[src/rtl/os_matmul_sequencer.sv]
// Control sequencer for an output-stationary systolic matmul array: clears, feeds skewed operands, drains results.
// Optional OS_PERF_CNT_EN adds a saturating run_cycles counter port.
module os_matmul_sequencer #(
    parameter int WORD_SIZE = 16,
    parameter int ROWS      = 4,
    parameter int COLS      = 4,
    parameter int K_DEPTH   = 4
) (
    input  logic                                clk,
    input  logic                                rst,
    input  logic                                start,
    input  logic                                abort,
    input  logic [ROWS*K_DEPTH*WORD_SIZE-1:0]   left_matrix,
    input  logic [K_DEPTH*COLS*WORD_SIZE-1:0]   top_matrix,
    input  logic [COLS*WORD_SIZE-1:0]           bottom_out,
    output logic [ROWS*WORD_SIZE-1:0]           curr_cycle_left_in,
    output logic [COLS*WORD_SIZE-1:0]           curr_cycle_top_in,
    output logic                                sys_rst,
    output logic                                set_stationary,
    output logic                                stat_bit_in,
    output logic                                fsm_out_select_in,
    output logic [COLS*WORD_SIZE-1:0]           matmul_output,
    output logic [COLS-1:0]                     output_col_valid,
    output logic [$clog2(ROWS):0]               output_row_idx,
`ifdef OS_PERF_CNT_EN
    output logic [31:0]                         run_cycles,
`endif
    output logic                                busy,
    output logic                                done
);
    localparam int MAX_RC = (ROWS > COLS) ? ROWS : COLS;
    localparam int F      = K_DEPTH + MAX_RC - 1;
    localparam int W      = ROWS + COLS - 1;
    localparam int MAX_FW = (F > W) ? F : W;
    localparam int MAXC   = (MAX_FW > ROWS) ? MAX_FW : ROWS;
    localparam int CW     = $clog2(MAXC + 1);
    localparam int RIW    = $clog2(ROWS) + 1;

    typedef enum logic [2:0] {
        S_IDLE, S_CLEAR, S_FEED, S_PROP, S_SELECT, S_OUTPUT, S_DONE
    } state_t;

    state_t                    state_q, state_d;
    logic [CW-1:0]             cnt_q, cnt_d;
    logic [ROWS*WORD_SIZE-1:0] left_q, left_d;
    logic [COLS*WORD_SIZE-1:0] top_q, top_d;
    logic                      sys_rst_q, sys_rst_d;
    logic                      sel_q, sel_d;
    logic [COLS-1:0]           valid_q, valid_d;
    logic [RIW-1:0]            row_idx_q, row_idx_d;
    logic                      busy_q, busy_d;
    logic                      done_q, done_d;
    logic                      accept;

    assign accept = (state_q == S_IDLE) && start && !abort;

    always_comb begin
        state_d = state_q;
        cnt_d   = cnt_q;
        case (state_q)
            S_IDLE:   if (accept) begin state_d = S_CLEAR; cnt_d = '0; end
            S_CLEAR:  begin state_d = S_FEED; cnt_d = '0; end
            S_FEED:   if (cnt_q == CW'(F - 1)) begin state_d = S_PROP; cnt_d = '0; end
                      else cnt_d = cnt_q + 1'b1;
            S_PROP:   if (cnt_q == CW'(W - 1)) begin state_d = S_SELECT; cnt_d = '0; end
                      else cnt_d = cnt_q + 1'b1;
            S_SELECT: begin state_d = S_OUTPUT; cnt_d = '0; end
            S_OUTPUT: if (cnt_q == CW'(ROWS - 1)) begin state_d = S_DONE; cnt_d = '0; end
                      else cnt_d = cnt_q + 1'b1;
            S_DONE:   begin state_d = S_IDLE; cnt_d = '0; end
            default:  begin state_d = S_IDLE; cnt_d = '0; end
        endcase
        if (abort && state_q != S_IDLE) begin
            state_d = S_IDLE;
            cnt_d   = '0;
        end
    end

    // Outputs are decoded from the next state so every registered output lines up with its state.
    always_comb begin
        int k;
        left_d    = '0;
        top_d     = '0;
        k         = 0;
        sys_rst_d = (state_d == S_IDLE) || (state_d == S_CLEAR);
        busy_d    = (state_d != S_IDLE) && (state_d != S_DONE);
        done_d    = (state_d == S_DONE);
        sel_d     = (state_d == S_SELECT);
        valid_d   = (state_d == S_OUTPUT) ? '1 : '0;
        row_idx_d = (state_d == S_OUTPUT) ? (RIW'(ROWS - 1) - RIW'(cnt_d)) : '0;
        if (state_d == S_FEED) begin
            for (int r = 0; r < ROWS; r++) begin
                k = int'(cnt_d) - r;
                if (k >= 0 && k < K_DEPTH)
                    left_d[r*WORD_SIZE +: WORD_SIZE] = left_matrix[(r*K_DEPTH + k)*WORD_SIZE +: WORD_SIZE];
            end
            for (int c = 0; c < COLS; c++) begin
                k = int'(cnt_d) - c;
                if (k >= 0 && k < K_DEPTH)
                    top_d[c*WORD_SIZE +: WORD_SIZE] = top_matrix[(k*COLS + c)*WORD_SIZE +: WORD_SIZE];
            end
        end
    end

    always_ff @(posedge clk or negedge rst) begin
        if (!rst) begin
            state_q   <= S_IDLE;
            cnt_q     <= '0;
            left_q    <= '0;
            top_q     <= '0;
            sys_rst_q <= 1'b1;
            sel_q     <= 1'b0;
            valid_q   <= '0;
            row_idx_q <= '0;
            busy_q    <= 1'b0;
            done_q    <= 1'b0;
        end else begin
            state_q   <= state_d;
            cnt_q     <= cnt_d;
            left_q    <= left_d;
            top_q     <= top_d;
            sys_rst_q <= sys_rst_d;
            sel_q     <= sel_d;
            valid_q   <= valid_d;
            row_idx_q <= row_idx_d;
            busy_q    <= busy_d;
            done_q    <= done_d;
        end
    end

`ifdef OS_PERF_CNT_EN
    logic [31:0] run_cycles_q, run_cycles_d;

    always_comb begin
        run_cycles_d = run_cycles_q;
        if (accept)
            run_cycles_d = '0;
        else if (busy_q && run_cycles_q != '1)
            run_cycles_d = run_cycles_q + 32'd1;
    end

    always_ff @(posedge clk or negedge rst) begin
        if (!rst) run_cycles_q <= '0;
        else      run_cycles_q <= run_cycles_d;
    end

    assign run_cycles = run_cycles_q;
`endif

    assign curr_cycle_left_in = left_q;
    assign curr_cycle_top_in  = top_q;
    assign sys_rst            = sys_rst_q;
    assign set_stationary     = 1'b0;
    assign stat_bit_in        = 1'b0;
    assign fsm_out_select_in  = sel_q;
    assign matmul_output      = bottom_out;
    assign output_col_valid   = valid_q;
    assign output_row_idx     = row_idx_q;
    assign busy               = busy_q;
    assign done               = done_q;
endmodule
[config.mk]
export PLATFORM = sky130hd
export DESIGN_NAME = os_matmul_sequencer
export DESIGN_NICKNAME = d
export VERILOG_FILES = /design/src/rtl/os_matmul_sequencer.sv
export SDC_FILE = /design/constraint.sdc
export NUM_CORES = 1
export LEC_CHECK = 0
export ABC_AREA = 1
export BUFFER_PORTS_ARGS = -buffer_cell sky130_fd_sc_hd__buf_2
export CORE_AREA = 2 2 305 307
export CTS_BUF_LIST = sky130_fd_sc_hd__clkbuf_4 sky130_fd_sc_hd__clkbuf_8 sky130_fd_sc_hd__clkbuf_16
export CTS_CLUSTER_DIAMETER = 30
export CTS_CLUSTER_SIZE = 8
export DETAILED_ROUTE_END_ITERATION = 10
export DIE_AREA = 0 0 307 309
export PLACE_DENSITY_LB_ADDON = 0.05
export SETUP_SLACK_MARGIN = 0.05
export SLEW_MARGIN = 20
export SYNTH_ARGS = -nofsm -noshare
export SYNTH_HDL_FRONTEND = slang
export SYNTH_SLANG_ARGS = --single-unit
[constraint.sdc]
create_clock -name clk -period 6.4 [get_ports clk]
set_clock_uncertainty 0.15 [all_clocks]
set_input_delay 1.28 -clock clk [delete_from_list [all_inputs] [get_ports clk]]
set_output_delay 1.28 -clock clk [all_outputs]
set_load 0.005 [all_outputs]
* Word level (Yosys, flattened, before mapping)
Index checks and enable logic that the tools add are counted.
** Operators by class
- Add/subtract/negate cells :: 11
- Magnitude comparators :: 8
- Equal/unequal tests :: 13
- Shift-type cells :: 8
- Multiplexer cells :: 23
- Reduce and logical (&&, ||, !) cells :: 15
** Operators by type and width (number)
- 256-bit by 11-bit variable part select with 16-bit output :: 3
- 256-bit by 32-bit variable part select with 16-bit output :: 3
- 256-bit by 10-bit variable part select with 16-bit output :: 1
- 256-bit by 8-bit variable part select with 16-bit output :: 1
- 16-bit 2-to-1 mux :: 8
- 64-bit 2-to-1 mux :: 2
- 3-bit 2-to-1 mux :: 10
- 3-bit equality test, second input constant :: 6
- 3-bit one-hot mux with 6 select lines :: 1
- 6-bit by 3-bit adder with 7-bit output, second input constant :: 2
- 5-bit by 4-bit adder with 6-bit output, first input constant :: 2
- 3-bit by 2-bit equality test with 1-bit output, second input constant :: 4
- 4-bit by 1-bit >= comparator with 1-bit output, second input constant :: 3
- 4-bit less-than comparator, second input constant :: 3
- 3-bit one-hot mux with 3 select lines :: 1
- 1-bit logical AND :: 8
- 3-bit by 2-bit subtractor with 4-bit output, second input constant :: 2
- 6-bit by 2-bit adder with 7-bit output, second input constant :: 1
- 3-bit by 1-bit equality test with 1-bit output, second input constant :: 2
- 3-bit zero test :: 2
- 3-bit nonzero test :: 2
- 4-bit by 4-bit adder with 5-bit output, first input constant :: 1
- 4-bit 2-to-1 mux :: 1
- 3-bit by 1-bit subtractor with 4-bit output, second input constant :: 1
- other kinds (8) :: 8
** Storage, ports and cells
- Bits in registers :: 145
- Bits of input ports :: 580
- Output and inout bits :: 205
- Word-level logic and storage cells :: 88

* Logic depth before layout (Yosys ltp)
- Depth after elaboration :: 11
- Depth in mapped cells :: 24
- Gate-level depth less buffers :: 18

* Worst setup path after synthesis
OpenSTA, ideal clock, no wires.
- Path type :: input -> register
- From :: in abort
- To :: reg left_q[55] (netlist: curr_cycle_left_in[55])
- Setup time :: 0.117 ns
- Arrival :: 3.848 ns
- Data required time :: 6.133 ns
- Setup slack :: 2.286 ns
- Stages on the path :: 21
- Buffers on the path :: 6
- Cells stage by stage :: inv_1 > nand2_1 > nand4_1 > nand2_2 > nand2_2 > inv_2 > buf_2 > buf_4 > buf_2 > ha_1 > inv_1 > nand2_1 > nand2_1 > buf_2 > ha_1 > clkbuf_1 > inv_1 > clkbuf_1 > nand2_1 > nor2_1 > nor2_1
** Between the ends
- Cells in the longest elaborated chain, start to end :: 10
** RTL lines
- from (decl) :: line 12 : input logic abort,
- 1-bit zero test :: line 55 : assign accept = (state_q == S_IDLE) && start && !abort;
- 1-bit logical AND :: line 55
- 3-bit 2-to-1 mux :: line 61 : S_IDLE: if (accept) begin state_d = S_CLEAR; cnt_d = '0; end
- 3-bit one-hot mux with 3 select lines :: line 60 : case (state_q)
- 3-bit 2-to-1 mux (*) :: line 73 : if (abort && state_q != S_IDLE) begin
- named net cnt_d[0] :: line 44 : logic [CW-1:0] cnt_q, cnt_d;
- 3-bit by 2-bit subtractor with 4-bit output (*) :: line 93 : k = int'(cnt_d) - r;
- 5-bit by 4-bit adder with 6-bit output, or another cell as far along :: line 95 : left_d[r*WORD_SIZE +: WORD_SIZE] = left_matrix[(r*K_DEPTH + k)*WORD_SIZE +: WORD_SIZE];
- 256-bit by 32-bit variable part select with 16-bit output or 1-bit logical AND (tied branches) :: line 95, 94
- 16-bit 2-to-1 mux (*) :: line 94 : if (k >= 0 && k < K_DEPTH)
- 64-bit 2-to-1 mux (*) :: line 91 : if (state_d == S_FEED) begin
- named net left_d[55] :: line 45 : logic [ROWS*WORD_SIZE-1:0] left_q, left_d;
- to (signal assigned) :: line 120 : left_q <= left_d;
- to (decl) :: line 45
Mark *: on every way through the listed nets, which the timed path passes. The rest lies on a longest branch.

* Worst setup path in the final report
- From :: in abort
- To :: reg left_q[29] (netlist: curr_cycle_left_in[29])
** Between the ends
- Cells in the longest elaborated chain, start to end :: 10
** RTL lines (line)
- 1-bit zero test :: 55
- 1-bit logical AND :: 55
- 3-bit 2-to-1 mux :: 61
- 3-bit one-hot mux with 3 select lines :: 60
- 3-bit 2-to-1 mux :: 73
- 3-bit by 1-bit subtractor with 4-bit output :: 93
- 4-bit by 4-bit adder with 5-bit output, or another cell as far along :: 95
- 256-bit by 32-bit variable part select with 16-bit output or 1-bit logical AND (tied branches) :: 95, 94
- 16-bit 2-to-1 mux :: 94
- 64-bit 2-to-1 mux (*) :: 91
- named net left_d[29] :: 45
Marks and branches as above.

==> flow_metrics.tcl <==
set metrics [dict create \
    clockBufferDepth 2 \
    max-slew-margin-rel 0.376 \
    fin_util 0.187 \
    drc_errors 0 \
    rr_worst_depth 16 \
    antenna_left 0 \
    use_met2 0.328 \
    viasPerCell 4.39 \
    routed_wl_mm 95.5 \
    grt_pass1_vias 16509 \
    slew_viol_final 0 \
    netlist_area_mm2 0.0126 \
    cp.required_ns 6.63 \
    hpwl_mm 75.2 \
    path_clk_slew_ns 0.07 \
    async_reset_ff_frac 1.00 \
    io_buffer_count 654 \
    tightest_slew_ns 0.937 \
    min_path_type "input pin to asynchronous set/reset pin" \
    synth.avg_cell_area_um2 6.09 \
    layout-drive-gt1-share 0.303 \
    synth_top_area_cell "dfrtp_1" \
    status "finished, final reports clean" \
    ios 785 \
    dieWidth_um 307 \
    r2r-start "cnt_q[0]" \
    routedWlPerCell_um 25.4 \
    fp.dieH_um 309 \
    grt_pass1_wl_mm 130 \
    netlist_instances 2077 \
    cp-end-kind "register" \
    routabilityCongestion 0.820 \
    grt_use_met1 0.224 \
    crit_start "abort" \
    rsz0062_at_grt "no" \
    tns_ns 0 \
    arrival_ns 4.44 \
    crit_fanout 80 \
    p_leak_uw 0.00884 \
    cts.root.buffer_cell "clkbuf_16" \
    final_cell_mix "buf_2 (653), nand3_1 (529), nor2_1 (430)" \
    cts_resized 0 \
    cts_hold_buf 0 \
    synth_cell_types 32 \
    cts_buffers 17 \
    max_freq_mhz 237 \
    antenna_found_initial 49 \
    grt_max_degree 161 \
    setup_viol 0 \
    endpoint "curr_cycle_left_in[29]" \
    cts_tree "yes" \
    fp-row-count 111 \
    path_class "input pin to register" \
    synth_top_cell_area_share 0.279 \
    fp.coreArea_mm2 0.0914 \
    worstReg2RegEnd "curr_cycle_left_in[29]" \
    drtIter0Drc 1089 \
    synth_edf_count 0 \
    grt_remaining_overflow 0 \
    ys.flop_type "dfrtp_1" \
    insertion_delay_ns 0.50 \
    rrSetupSlack_ns 2.29 \
    yosysSeqAreaShare 0.281 \
    power_density_mw_per_mm2 533 \
    final_common_cell "buf_2" \
    grt_usage 0.195 \
    yosysWarnings 0 \
    use_met3 0.0764 \
    drtPass1Iterations 6 \
    post_cts_buffers 0 \
    dr_total_vias 16525 \
    hold_viol 0 \
    die_area_mm2 0.0949 \
    period_needed_ns 4.21 \
    ir_drop_mv 0.611 \
    htree_levels 4 \
    synth_area_leaders "dfrtp_1 (28%), nand3_1 (21%), nor2_1 (13%)" \
    syn_to_final_growth_pct 35.4 \
    maxCapViolations 0 \
    start_kind "input pin" \
    nets 3137 \
    start_util 0.138 \
    synth_seq_cells 142 \
    cts.sink_count 142 \
    busiest_layer "met2" \
    fin_crit_sh 0.658 \
]
==> how the worst min path moves through the flow <==
stage	to	cells past startpoint	slack, ns
floorplan	state_q[2]	2	0.52
global placement	state_q[2]	2	0.61
detailed placement	state_q[2]	2	0.61
CTS	state_q[2]	2	0.63
global route	curr_cycle_top_in[12]	1	0.65
finish	curr_cycle_top_in[12]	1	0.62
==> worst max-delay path, stage by stage <==
cell     delay, ns
buf_2         0.16
inv_1         0.07
a21oi_1       0.16
a22oi_1       0.14
nor2_4        0.39
inv_2         0.21
ha_4          0.29
inv_6         0.49
buf_4         0.55
nand3_1       0.14
nand3_1       0.12
nand2_1       0.06
nor2_1        0.20
nor2_1        0.07
==> report_power, final <==
group	internal [µW]	switching, µW
combinational	1850	5020
sequential	1030	63.7
clock	653	515
total	3540	5600
==> cell type report <==
cell class                 count  area (µm²)
clock inverter                11         158
timing repair buffer         680        3520
clock buffer                  21         474
fill                       10709       74300
multi-input combinational   1663        7720
tap                         1186        1480
antenna                       20        50.0
inverter                      40         160
sequential                   142        3550
==> cell usage after synthesis, types with 2 or more instances <==
cell and instances:
inv_1 33, nor2_4 3, ha_1 13, nand4_1 2, buf_2 86, nor2_8 2
o21ai_0 152, buf_4 75, inv_2 7, or2_0 6, nand2_2 9, o21ai_1 3
o211ai_1 32, nand2_1 355, clkbuf_1 65, dfrtp_1 141, buf_1 6, a21oi_1 67
nor3_1 17, nand4_2 2, nand3_1 529, nor2_1 430, nor2_2 2, or2_2 32
==> kinds of logic after synthesis <==
group	Yosys count	share of synthesized area
AOI/OAI and AO/OA	257	0.110
buffers and inverters	273	0.112
adders and majority gates	13	0.0129
and+or+nand+nor	1391	0.483
DFF	142	0.281
other	1	0.000296
==> sequential cells by signal, indices dropped and copies added, names as in the netlist <==
signal              count
busy                    1
cnt_q                   3
curr_cycle_left_in     64
curr_cycle_top_in      64
done                    1
fsm_out_select_in       1
output_col_valid        1
output_row_idx          3
state_q                 3
sys_rst                 1
==> per-stage QoR <==
step / hold WS [ns] / total power [µW] / setup slack (ns) / cell area [µm²] / cells
CTS: 0.625 / 9380 / 2.13 / 17000 / 3742
detailed placement: 0.611 / 8140 / 1.53 / 16400 / 3710
floorplan: 0.523 / 5430 / 2.29 / 12700 / 2078
global placement: 0.614 / 8160 / 1.57 / 16400 / 3710
global route: 0.646 / 10000 / 1.87 / 17100 / 3747
finish: 0.617 / 9130 / 2.19 / 17100 / 3763
==> routing by layer <==
layer | share of wire | wire length (µm) | up-vias
li1 | - | - | 7803
met1 | 0.40 | 38000 | 7896
met2 | 0.48 | 45400 | 663
met3 | 0.091 | 8650 | 139
met4 | 0.034 | 3270 | 24
met5 | 0.0015 | 139 | -
Note: power is estimated with default switching activity, not from simulation.
